==> config.mk <==
export PLATFORM = sky130hd
export DESIGN_NAME = mesi_isc_param_fifo
export DESIGN_NICKNAME = d
export VERILOG_FILES = /design/src/rtl/mesi_isc_fifo_pkg.sv /design/src/rtl/mesi_isc_fifo_mem.sv /design/src/rtl/mesi_isc_param_fifo.sv
export SDC_FILE = /design/constraint.sdc
export NUM_CORES = 1
export LEC_CHECK = 0
export CORE_MARGIN = 4
export CORE_UTILIZATION = 35
export CTS_CLUSTER_SIZE = 28
export DETAILED_ROUTE_END_ITERATION = 6
export GPL_TIMING_DRIVEN = 0
export HOLD_SLACK_MARGIN = 0.02
export PLACE_DENSITY_LB_ADDON = 0.12
export SLEW_MARGIN = 5
export SYNTH_ARGS = -nofsm -noshare
export SYNTH_HDL_FRONTEND = slang
export SYNTH_SLANG_ARGS = --single-unit
==> constraint.sdc <==
create_clock -name clk -period 2.16 [get_ports clk]
set_input_delay 0.216 -clock clk [delete_from_list [all_inputs] [get_ports clk]]
set_output_delay 0.216 -clock clk [all_outputs]
set_load 0.01 [all_outputs]
==> src/rtl/mesi_isc_fifo_pkg.sv <==
// Shared constants and width helpers for the MESI ISC parameterised FIFO.
// Default parameter values live here so the top and the storage agree.
package mesi_isc_fifo_pkg;

    localparam int DEF_DATA_WIDTH = 32;
    localparam int DEF_FIFO_SIZE  = 4;
    localparam int DEF_AFULL_LVL  = 3;
    localparam int DEF_AEMPTY_LVL = 1;

    // The count must represent 0..size inclusive, hence size+1 codes.
    function automatic int cnt_w(input int size);
        return $clog2(size + 1);
    endfunction

endpackage

==> src/rtl/mesi_isc_fifo_mem.sv <==
// FIFO storage: DEPTH x DATA_WIDTH array, one synchronous write port and
// one asynchronous read port so the head entry is visible without latency.
module mesi_isc_fifo_mem
    import mesi_isc_fifo_pkg::*;
#(
    parameter int DATA_WIDTH = DEF_DATA_WIDTH,
    parameter int DEPTH      = DEF_FIFO_SIZE,
    localparam int AW        = $clog2(DEPTH)
) (
    input  logic                  clk,
    input  logic                  we,
    input  logic [AW-1:0]         waddr,
    input  logic [DATA_WIDTH-1:0] wdata,
    input  logic [AW-1:0]         raddr,
    output logic [DATA_WIDTH-1:0] rdata
);

    logic [DATA_WIDTH-1:0] mem [DEPTH];

    // NOTE: storage is deliberately not reset; validity is tracked by the
    // controller's count, and a resettable array would cost a flop per bit.
    always_ff @(posedge clk) begin
        if (we) begin
            mem[waddr] <= wdata;
        end
    end

    assign rdata = mem[raddr];

endmodule

==> src/rtl/mesi_isc_param_fifo.sv <==
// Parameterised show-ahead FIFO with registered count and status flags.
// Define MESI_ISC_FIFO_DBG_EN to add sticky overflow/underflow debug outputs.
module mesi_isc_param_fifo
    import mesi_isc_fifo_pkg::*;
#(
    parameter int DATA_WIDTH = DEF_DATA_WIDTH,
    parameter int FIFO_SIZE  = DEF_FIFO_SIZE,
    parameter int AFULL_LVL  = DEF_AFULL_LVL,
    parameter int AEMPTY_LVL = DEF_AEMPTY_LVL,
    localparam int CNT_W     = cnt_w(FIFO_SIZE)
) (
    input  logic                  clk,
    input  logic                  rst_n,
    input  logic                  wr_i,
    input  logic                  rd_i,
    input  logic [DATA_WIDTH-1:0] data_i,
    output logic [DATA_WIDTH-1:0] data_o,
    output logic                  status_empty_o,
    output logic                  status_full_o,
    output logic                  status_aempty_o,
    output logic                  status_afull_o,
    output logic [CNT_W-1:0]      count_o
`ifdef MESI_ISC_FIFO_DBG_EN
    ,
    output logic                  dbg_overflow_o,
    output logic                  dbg_underflow_o
`endif
);

    localparam int PTR_W = $clog2(FIFO_SIZE);

    logic [PTR_W-1:0]      wr_ptr;
    logic [PTR_W-1:0]      rd_ptr;
    logic [CNT_W-1:0]      count;
    logic [CNT_W-1:0]      count_next;
    logic                  empty;
    logic                  full;
    logic                  aempty;
    logic                  afull;
    logic                  wr_ok;
    logic                  rd_ok;
    logic [DATA_WIDTH-1:0] head;

    // Explicit wrap so non-power-of-two depths never rely on overflow.
    function automatic logic [PTR_W-1:0] bump(input logic [PTR_W-1:0] p);
        return (p == PTR_W'(FIFO_SIZE - 1)) ? '0 : p + PTR_W'(1);
    endfunction

    assign wr_ok      = wr_i & (~full | rd_i);
    assign rd_ok      = rd_i & ~empty;
    assign count_next = count + CNT_W'(wr_ok) - CNT_W'(rd_ok);

    // NOTE: all state below uses non-blocking assignments so every register
    // samples pre-edge values regardless of statement order.
    always_ff @(posedge clk) begin
        if (!rst_n) begin
            wr_ptr <= '0;
            rd_ptr <= '0;
            count  <= '0;
            empty  <= 1'b1;
            full   <= 1'b0;
            aempty <= 1'b1;
            afull  <= 1'b0;
        end else begin
            if (wr_ok) wr_ptr <= bump(wr_ptr);
            if (rd_ok) rd_ptr <= bump(rd_ptr);
            count  <= count_next;
            empty  <= (count_next == '0);
            full   <= (count_next == CNT_W'(FIFO_SIZE));
            aempty <= (count_next <= CNT_W'(AEMPTY_LVL));
            afull  <= (count_next >= CNT_W'(AFULL_LVL));
        end
    end

    mesi_isc_fifo_mem #(
        .DATA_WIDTH (DATA_WIDTH),
        .DEPTH      (FIFO_SIZE)
    ) u_mem (
        .clk   (clk),
        .we    (wr_ok),
        .waddr (wr_ptr),
        .wdata (data_i),
        .raddr (rd_ptr),
        .rdata (head)
    );

    // Stale storage must never leak out while the FIFO holds nothing.
    assign data_o          = empty ? '0 : head;
    assign status_empty_o  = empty;
    assign status_full_o   = full;
    assign status_aempty_o = aempty;
    assign status_afull_o  = afull;
    assign count_o         = count;

`ifdef MESI_ISC_FIFO_DBG_EN
    logic overflow;
    logic underflow;

    always_ff @(posedge clk) begin
        if (!rst_n) begin
            overflow  <= 1'b0;
            underflow <= 1'b0;
        end else begin
            if (wr_i & full & ~rd_i) overflow  <= 1'b1;
            if (rd_i & empty)        underflow <= 1'b1;
        end
    end

    assign dbg_overflow_o  = overflow;
    assign dbg_underflow_o = underflow;
`else
    // Dropped writes and ignored reads have no observer in this build.
`endif

endmodule

==> results of run 1 <==
per-stage QoR:
| stage | worst slack [ns] | TNS (ns) | hold WS (ns) | instances | total power, uW |
|---|---|---|---|---|---|
| global route | 0.000365 | 0 | 0.421 | 561 | 8170 |
| floorplan | 0.321 | 0 | 0.308 | 260 | 4430 |
| global placement | -0.816 | -101.60 | 0.502 | 522 | 5350 |
| finish | 0.0798 | 0 | 0.435 | 561 | 7760 |
| CTS | -0.0566 | -0.0566 | 0.420 | 558 | 7840 |
| detailed placement | -0.132 | -0.417 | 0.515 | 526 | 5410 |
final cells by class:
| cell class | count | area [sq um] | area share (%) |
|---|---|---|---|
| Sequential cell | 141 | 4110 | 58.8 |
| Clock inverter | 11 | 76.3 | 1.09 |
| Inverter | 5 | 18.8 | 0.269 |
| Multi-Input combinational cell | 104 | 1240 | 17.8 |
| Tap cell | 188 | 235 | 3.37 |
| Timing Repair Buffer | 81 | 758 | 10.8 |
| Clock buffer | 21 | 440 | 6.30 |
| Buffer | 10 | 113 | 1.61 |
state kept, by name, summed over array words and instances, names as in the netlist, named ones only:
signal	cells
status_aempty_o	1
u_mem.mem	128
count_o	3
status_empty_o	1
wr_ptr	2
status_afull_o	1
rd_ptr	2
status_full_o	1
metal layers:
metal	wire length [um]	part of all wire, %	track usage [%]
met5	0	0	0
met4	186	1.8	5.37
met2	5220	51	20.5
met3	444	4.3	3.82
met1	4480	43	15.3
cell usage after synthesis:
master	count	share of area, %
a21oi_1	3	0.28
clkinv_1	1	0.069
a21o_1	1	0.14
nor2_1	9	0.62
inv_1	4	0.28
buf_6	4	0.83
edfxtp_1	128	71
nor3_1	1	0.092
nand2_1	1	0.069
ha_1	6	1.4
nor2b_1	34	3.9
mux4_2	32	13
nand3b_1	1	0.14
mux2i_1	2	0.37
and2_1	6	0.69
xnor3_1	1	0.42
fa_1	1	0.37
o21ai_0	2	0.18
or4_1	1	0.14
clkbuf_1	3	0.21
xnor2_1	1	0.16
o31ai_1	1	0.14
buf_2	3	0.28
nand2b_1	1	0.12
dfxtp_1	13	4.8
cell usage in the layout (no fill, tap or decap), types with 6 or more instances in the layout:
master and instances:
clkbuf_1 6, clkbuf_2 8, ha_1 6, edfxtp_1 128
nor2_1 9, nor2b_1 32, clkdlybuf4s50_1 42, buf_12 6
clkinv_1 6, mux4_2 32, clkbuf_16 20, buf_2 24
dfxtp_1 11
what timing repair did:
action                     CTS  global route
gates cloned                 0             3
resized for setup          109            23
pin swaps                    0             0
hold buffers                 0             0
setup endpoints to repair   32            30
how the worst max path moves through the flow:
stage,endpoint,start
4_1_cts,data_o[22],flip-flop
5_1_grt,data_o[9],flip-flop
6_report,data_o[2],flip-flop
3_3_place_gp,u_mem.mem[0][5],wr_i
3_5_place_dp,status_empty_o,wr_i
2_1_floorplan,u_mem.mem[0][0],status_full_o
logic make-up (layout without fill, tap and decap cells):
group,after synthesis,in the layout
buffers and inverters,15,128
AND/OR/NAND/NOR,54,54
AO/OA/AOI/OAI,7,7
flip-flops,141,141
adder cells (fa/ha/maj),7,7
XOR/XNOR,2,2
multiplexers,34,34
power by group through the flow:
| stage | combinational [uW] | sequential [uW] | clock, uW |
|---|---|---|---|
| after floorplan | 1010 | 3420 | 0 |
| after global placement | 1930 | 3420 | 0 |
| after detailed placement | 1990 | 3420 | 0 |
| after CTS | 1870 | 3360 | 2600 |
| after global routing | 2040 | 3390 | 2740 |
| final | 1860 | 3360 | 2540 |
==> metrics.md, run 1 <==
| Metric | Value |
|---|---|
| Status | finished, final reports clean |
| Via density | 4.71 |
| Largest family of logic cells by synthesized area | multiplexers |
| Worst r2r src | status_empty_o |
| CP Class | reg2out |
| Post-Synth XOR/XNOR Area | 0.578% |
| Sw frac | 25.6% |
| Compound-cell area share of the yosys netlist | 0.739% |
| Post-synthesis net count | 303 |
| Highest clock rate | 481 MHz |
| NetSw | 1990 uW |
| Combinational fraction of design power | 23.9% |
| Die Span X | 132 um |
| Post-Synth Simple-Gate Area | 5.80% |
| WL/cell | 18.4 um |
| Placer Congestion | 0.690 |
| Final Hold Vio Count | 0 |
| Hold crit path type | in2reg |
| IO buf count | 74 |
| Top cell family by delay on the critical path | multiplexers |
| Reg-to-reg setup timing slack | 0.22 ns |
| Largest net degree at the start of global routing | 29 |
| NumNets Final | 403 |
| Final setup viols | 0 |
| GRT Residual Overflow | 0 |
| CP startpoint kind | flip-flop |
| Fillers | 1353 |
| Internal power | 5780 uW |
| Count of maximum capacitance violations | 0 |
| Final Cycle Share | 96.3% |
| Antenna fix cells | 0 |
| DRT Wirelength | 10.3 mm |
| Final core utilization | 46.0% |
| Drt pass-1 iters | 4 |
| Register area share after synthesis | 75.8% |
| Max_slew headroom | 48.9% |
| Drt initial violations | 171 |
| Seq pwr share | 43.4% |
| Clock share of power | 32.7% |
| Worst reg2reg endpoint | status_empty_o |
| Max stage delay cell, worst path | mux4_2 |
| Longest Clk Path Bufs | 2 |
| Worst path max stage delay | 0.50 ns |
| Synth Cell Area | 5420 sq um |
| RSZ-0062 raised after global routing | no |
| Root buf cell | clkbuf_16 |
| DRC Markers | 0 |
| Worst skew pair latency | 0.41 ns |
| Hold Path Sink | status_empty_o |
| Num rows | 45 |
| Detailed Place HPWL | 6.30 mm |
| Actual slew at the worst max-slew pin | 0.767 ns |
| Bufs and invs on worst path | 3 |
| Tot GR Track Use | 12.5% |
| WP depth | 5 |
| Initial Utilization | 35.6% |
| H-tree depth | 4 |
| CTS tree | built |
| Tmin final | 2.08 ns |
| Max rail drop VDD | 0.591 mV |
| Mux cell area share after synthesis | 13.7% |
| LEAKAGE | 0.00238 uW |
| CP Data Required Time | 1.94 ns |
| Final Cell Area | 6990 sq um |
| Hold Path Origin | rst_n |
| Vias in the first global route | 2893 |
| Largest fanout on the critical path | 8 |
| DP Area | 6490 sq um |
| FF+latch count, synth | 141 |
| Worst EP arrival | 1.86 ns |
| Post-Syn Instances | 260 |
| CTS Buf Count | 17 |
| Layout area overhead | 29.1% |
| Post-CTS setup buffer count | 0 |
| Core box area | 15200 sq um |
| Fraction of layout cells with a size suffix above 1 | 29.0% |
| Pwr Density | 1110 nW/um^2 |
| Synth Area in Adders | 1.76% |
| Via count | 2643 |
| Worst hold stages | 2 |
| CP cell instances | buf_12 -> clkbuf_16 -> mux4_2 -> nor2b_1 -> buf_2 |
| Unique masters post-synth | 25 |
| Die Ht | 132 um |
| Die Area | 17500 sq um |
| CTS clk-pin slew, worst paths | 0.05 ns |
| Worst R2R Path Depth | 9 |
| Post-route ant nets | 0 |
| Syn_area_per_cell | 20.8 sq um |
| Clock sinks | 141 |
| Initial antenna violation count | 0 |
| I/O Pins | 75 |
| Slew Viols, Final | 0 |
| Element type at the critical path end | output port |
| Synth warnings | 0 |
| First-pass GRT wire length | 16.2 mm |
| Clock Skews | 0.00400 ns |
Power figures use the tool's default switching activity.
==> inputs of run 2 (changes only) <==
==> constraint.sdc (replaced) <==
create_clock -name clk -period 1.7 [get_ports clk]
set_input_delay 0.17 -clock clk [delete_from_list [all_inputs] [get_ports clk]]
set_output_delay 0.17 -clock clk [all_outputs]
set_load 0.01 [all_outputs]
==> metrics.md, run 2 (synthesis results as in run 1) <==
| Metric | Value |
|---|---|
| Die Span X | 132 um (unchanged) |
| Violations in the final reports | negative setup slack |
| Max_slew headroom | 38.7% (-10 points) |
| Final setup viols | 37 (+37) |
| Max rail drop VDD | 0.839 mV (+42%) |
| CTS Buf Count | 17 (unchanged) |
| DRT Wirelength | 11.1 mm (+7.6%) |
| Actual slew at the worst max-slew pin | 0.920 ns (+0.153 ns) |
| Post-route ant nets | 0 (unchanged) |
| Worst hold stages | 2 (unchanged) |
| Clock Skews | 0.00616 ns (+0.00217 ns) |
| Element type at the critical path end | output port |
| Pwr Density | 1510 nW/um^2 (+36%) |
| Worst EP arrival | 1.92 ns (+0.06 ns) |
| Combinational fraction of design power | 26.8% (+2.9 points) |
| Setup total negative slack | -10.47 ns (-10.47 ns) |
| Internal power | 8380 uW (+45%) |
| RSZ-0062 raised after global routing | yes |
| Tmin final | 2.09 ns |
| Tot GR Track Use | 12.5% (about the same) |
| Sw frac | 25.2% (-0.42 points) |
| Detailed Place HPWL | 6.06 mm (-3.8%) |
| Layout area overhead | 37.2% |
| Count of maximum capacitance violations | 0 (unchanged) |
| Pwr Total | 11200 uW (+44%) |
| Clock sinks | 141 (unchanged) |
| NumNets Final | 412 (+2.2%) |
| First-pass GRT wire length | 16.1 mm (-0.21%) |
| Commonest non-fill, non-tap cell in the layout | edfxtp_1 |
| Largest net degree at the start of global routing | 33 (+14%) |
| CP Data Required Time | 1.53 ns (-0.41 ns) |
| Hold Slack | 0.389 ns (-0.0461 ns) |
| Final Hold Vio Count | 0 (unchanged) |
| Fraction of layout cells with a size suffix above 1 | 39.8% (+11 points) |
| Vias in the first global route | 2922 (+1.0%) |
| NetSw | 2820 uW (+42%) |
| Via count | 2749 (+4.0%) |
| Highest clock rate | 477 MHz |
| Core box area | 15200 sq um (unchanged) |
| Worst R2R Path Depth | 8 (-1) |
| CP Class | reg2out |
| CP startpoint kind | flip-flop |
| IO buf count | 74 (unchanged) |
| CTS clk-pin slew, worst paths | 0.06 ns (about the same) |
| Drt pass-1 iters | 4 (unchanged) |
| Die Ht | 132 um (unchanged) |
| Worst skew pair latency | 0.41 ns (about the same) |
| Via density | 4.82 (+2.4%) |
| Hold crit path type | in2reg |
| Root buf cell | clkbuf_16 |
| Max FFs per register | 128 (unchanged) |
| Commonest non-fill, non-tap cells in the layout | edfxtp_1 (128), clkdlybuf4s50_1 (42), mux4_2 (32), buf_6 (21), nor2b_4 (18) |
| Drt initial violations | 122 (-29%) |
| Clock share of power | 34.8% (+2.1 points) |
| H-tree depth | 4 (unchanged) |
| Status | finished with violations |
| Antenna fix cells | 0 (unchanged) |
| DP Cell Count | 522 (-0.76%) |
| Die Area | 17500 sq um (unchanged) |
| Hold Buf Count CTS | 0 (unchanged) |
| I/O Pins | 75 (unchanged) |
| Non-Filler Instances | 570 (+1.6%) |
| Seq pwr share | 38.4% (-5.0 points) |
| CTS tree | built |
| Largest fanout on the critical path | 6 (-2) |
| Initial antenna violation count | 0 (unchanged) |
| LEAKAGE | 0.00259 uW (+8.6%) |
| Placer Congestion | 0.704 (+2.0%) |
| Longest Clk Path Bufs | 2 (unchanged) |
| WL/cell | 19.5 um (+5.9%) |
| Final Cycle Share | 123% |
| Worst setup slack after layout | -0.395 ns (-0.475 ns) |
| Slew Viols, Final | 0 (unchanged) |
| GRT Residual Overflow | 0 (unchanged) |
| DRC Markers | 0 (unchanged) |
| Reg with most FFs | u_mem.mem |
| Num rows | 45 (unchanged) |
| Initial Utilization | 35.6% (unchanged) |
[run 2: cell types whose count changed in the layout (fill, tap and decap cells not counted), moves of 4 or more]
cell,change
buf_6,+21
nor2b_1,-16
nor2b_4,+16
buf_2,-9
and2_4,+8
clkbuf_2,-6
buf_4,+5
and2_2,-4
bufinv_16,+4
clkbuf_1,-4
[run 2: area by class of cell]
type / count / area, sq um
fill: 1292 / 7770
sequential: 141 / 4110
multi-input combinational: 108 / 1450
timing repair buffer: 86 / 877
clock buffer: 18 / 429
tap: 188 / 235
clock inverter: 14 / 199
buffer: 10 / 114
inverter: 5 / 18.8
[run 2: worst paths after layout]
path              slack, ns           start             end
setup / recovery      -0.39       flip-flop       data_o[2]
hold / removal         0.39           rst_n  status_empty_o
setup reg to reg      -0.16  status_empty_o  status_empty_o
hold reg to reg        0.53       wr_ptr[1]       wr_ptr[1]
[run 2: stage by stage]
stage                     util (%)  cell area (sq um)  setup WS, ns
final                         48.9               7430        -0.395
after global routing          48.9               7430        -0.459
after CTS                     47.3               7190        -0.443
after detailed placement      42.1               6410        -0.603
after global placement        42.1               6410        -0.586
after floorplan                  -               5430      -0.00100
[run 2: power by group through the flow]
stage	clock network, uW	registers, uW	logic, uW
6_report	3900	4300	3000
5_1_grt	4140	4330	3240
4_1_cts	3970	4310	2650
3_5_place_dp	0	4360	2460
3_3_place_gp	0	4350	2450
2_1_floorplan	0	4340	1300
[run 2: repair_timing]
| item | 4_1_cts | 5_1_grt |
|---|---|---|
| endpoints found under the setup margin | 165 | 166 |
| gates resized for setup | 165 | 54 |
| buffers inserted | 7 | 6 |
| gates cloned | 3 | 4 |
| pin swaps | 0 | 4 |
[run 2: layer usage]
layer	track usage (%)	vias to the layer above	wire, um
li1	-	1248	-
met1	15.3	1418	4870
met2	20.4	68	5560
met3	3.74	15	480
met4	5.72	0	205
met5	0	-	0
[run 2: worst max-delay path: stages, from the launching register on]
cell	delay [ns]
dfxtp_2	0.34
buf_12	0.13
buf_12	0.12
buf_12	0.12
mux4_2	0.51
nor2b_4	0.15
buf_6	0.15
==> inputs of run 3 (changes only) <==
==> constraint.sdc (replaced) <==
create_clock -name clk -period 1.96 [get_ports clk]
set_input_delay 0.196 -clock clk [delete_from_list [all_inputs] [get_ports clk]]
set_output_delay 0.196 -clock clk [all_outputs]
set_load 0.01 [all_outputs]
==> metrics.md, run 3 (synthesis results as in run 1) <==
| Metric | Value |
|---|---|
| DP Area | 6490 sq um (+1.3%) |
| Max_slew headroom | 43.6% (+5.0 points) |
| Via density | 4.73 (-1.9%) |
| Sw frac | 25.9% (+0.73 points) |
| Setup total negative slack | -2.74 ns (+7.72 ns) |
| Status | finished with violations |
| Element type at the critical path end | output port |
| LEAKAGE | 0.00253 uW (-2.4%) |
| Non-Filler Instances | 567 (-0.53%) |
| CP cell instances | buf_12 -> buf_12 -> buf_12 -> mux4_2 -> nor2b_1 -> buf_2 |
| Wl on met1 | 4.45 mm (-8.6%) |
| Largest fanout on the critical path | 5 (-1) |
| DRT Wirelength | 10.5 mm (-5.7%) |
| Reg with most FFs | u_mem.mem |
| Final Hold Vio Count | 0 (unchanged) |
| CTS Buf Count | 17 (unchanged) |
| DP Cell Count | 526 (+0.77%) |
| First-pass GRT wire length | 16.6 mm (+3.1%) |
| I/O Pins | 75 (unchanged) |
| GRT Residual Overflow | 0 (unchanged) |
| Num rows | 45 (unchanged) |
| Bufs and invs on worst path | 4 (unchanged) |
| Worst path max stage delay | 0.50 ns (about the same) |
| H-tree depth | 4 (unchanged) |
| Tmin final | 2.10 ns |
| Final Cell Area | 7290 sq um (-1.9%) |
| Via count | 2683 (-2.4%) |
| Slew Viols, Final | 0 (unchanged) |
| Fillers | 1322 (+2.3%) |
| CTS tree | built |
| Post-route ant nets | 0 (unchanged) |
| CTS clk-pin slew, worst paths | 0.05 ns (about the same) |
| Violations in the final reports | negative setup slack |
| Initial Utilization | 35.6% (unchanged) |
| Initial antenna violation count | 0 (unchanged) |
| Worst setup slack after layout | -0.143 ns (+0.252 ns) |
| Core box area | 15200 sq um (unchanged) |
| Combinational fraction of design power | 28.2% (+1.4 points) |
| Commonest non-fill, non-tap cells in the layout | edfxtp_1 (128), clkdlybuf4s50_1 (42), mux4_2 (32), buf_6 (21), nor2b_4 (19) |
| Clock share of power | 30.8% (-4.0 points) |
| Vias in the first global route | 2968 (+1.6%) |
| CP startpoint kind | flip-flop |
| Max stage delay cell, worst path | mux4_2 |
| Multi-input gate area | 1370 sq um (-5.1%) |
| Die Ht | 132 um (unchanged) |
| Seq pwr share | 41.0% (+2.6 points) |
| WL/cell | 18.5 um (-5.2%) |
| Detailed Place HPWL | 6.30 mm (+3.9%) |
| Placer Congestion | 0.690 (-2.0%) |
| Layout area overhead | 34.7% |
| DRC Markers | 0 (unchanged) |
| Drt pass-1 iters | 4 (unchanged) |
| Drt initial violations | 178 (+46%) |
| Final Cycle Share | 107% |
| Max rail drop VDD | 0.641 mV (-24%) |
| RSZ-0062 raised after global routing | yes |
| CP Class | reg2out |
| Final core utilization | 48.0% (-0.91 points) |
| NumNets Final | 409 (-0.73%) |
| Met3 Routed Length | 450 um (-6.3%) |
| IO buf count | 74 (unchanged) |
| Top cell family by delay on the critical path | buffers and inverters |
| Count of maximum capacitance violations | 0 (unchanged) |
| Fraction of layout cells with a size suffix above 1 | 35.9% (-3.9 points) |
| Actual slew at the worst max-slew pin | 0.845 ns (-0.0746 ns) |
| Antenna fix cells | 0 (unchanged) |
| CP Data Required Time | 1.76 ns (+0.23 ns) |
| NetSw | 2340 uW (-17%) |
| Longest Clk Path Bufs | 2 (unchanged) |
| Wire length on met2 | 5.42 mm (-2.6%) |
| Root buf cell | clkbuf_16 |
| Internal power | 6710 uW (-20%) |
| Most frequent CP cell | buf_12 |
| Hold Buf Count CTS | 0 (unchanged) |
| Die Area | 17500 sq um (unchanged) |
| Pwr Density | 1240 nW/um^2 (-18%) |
| Highest clock rate | 475 MHz |
| Worst skew pair latency | 0.40 ns (about the same) |
| Tot GR Track Use | 12.8% (+0.36 points) |
| Reg area | 4110 sq um (about the same) |
| Hold crit path type | in2reg |
| Final setup viols | 28 (-24%) |
| Commonest non-fill, non-tap cell in the layout | edfxtp_1 |
| Die Span X | 132 um (unchanged) |
| Clock sinks | 141 (unchanged) |
| Largest net degree at the start of global routing | 29 (-12%) |
| Max FFs per register | 128 (unchanged) |
| Pwr Total | 9050 uW (-19%) |
| Worst EP arrival | 1.91 ns (about the same) |
| Clock Skews | 0.00572 ns (-0.000441 ns) |
| Top routing layer used | met4 |
[run 3: changes by cell type in the layout (fill, tap and decap cells not counted), moves of 2 or more]
cell	delta
nor2_4	-3
buf_16	+2
and2_2	+4
nor2_1	+2
nor2b_1	-2
clkbuf_1	+3
and2_4	-8
bufinv_16	-4
clkinv_1	+3
[run 3: final cells by class]
| cell class | instances | share of cell area (%) |
|---|---|---|
| Buffer | 9 | 1.29 |
| Tap cell | 188 | 3.23 |
| Multi-Input combinational cell | 104 | 18.8 |
| Sequential cell | 141 | 56.3 |
| Inverter | 5 | 0.257 |
| Clock inverter | 11 | 1.05 |
| Timing Repair Buffer | 88 | 13.0 |
| Clock buffer | 21 | 6.04 |
[run 3: per-layer routing]
metal  vias up  track usage [%]
li1       1239                -
met1      1377             15.8
met4         0             5.37
met2        58             21.0
met3         9             4.08
met5         -                0
[run 3: worst paths after layout]
check            startpoint  slack [ns]        endpoint  cells after the start
max               flip-flop       -0.14       data_o[2]                      6
min                   rst_n        0.41  status_empty_o                      2
max reg2reg  status_empty_o        0.03  status_afull_o                      9
min reg2reg       wr_ptr[1]        0.52       wr_ptr[1]                      2
[run 3: power by group through the flow]
stage	Sequential, uW	Combinational (uW)	Clock, uW
2_1_floorplan	3760	1110	0
3_3_place_gp	3770	2130	0
3_5_place_dp	3770	2200	0
4_1_cts	3710	2420	2870
5_1_grt	3750	2750	3020
6_report	3710	2550	2790
[run 3: stage by stage]
stage | hold WS, ns | setup WS (ns)
after global placement | 0.502 | -0.996
after global routing | 0.401 | -0.249
final | 0.414 | -0.143
after floorplan | 0.288 | 0.121
after detailed placement | 0.515 | -0.312
after CTS | 0.400 | -0.195
[run 3: repair_timing]
item / 4_1_cts / 5_1_grt
buffers inserted: 5 / 5
endpoints found under the setup margin: 37 / 38
resized for setup: 171 / 33
cloned: 3 / 0
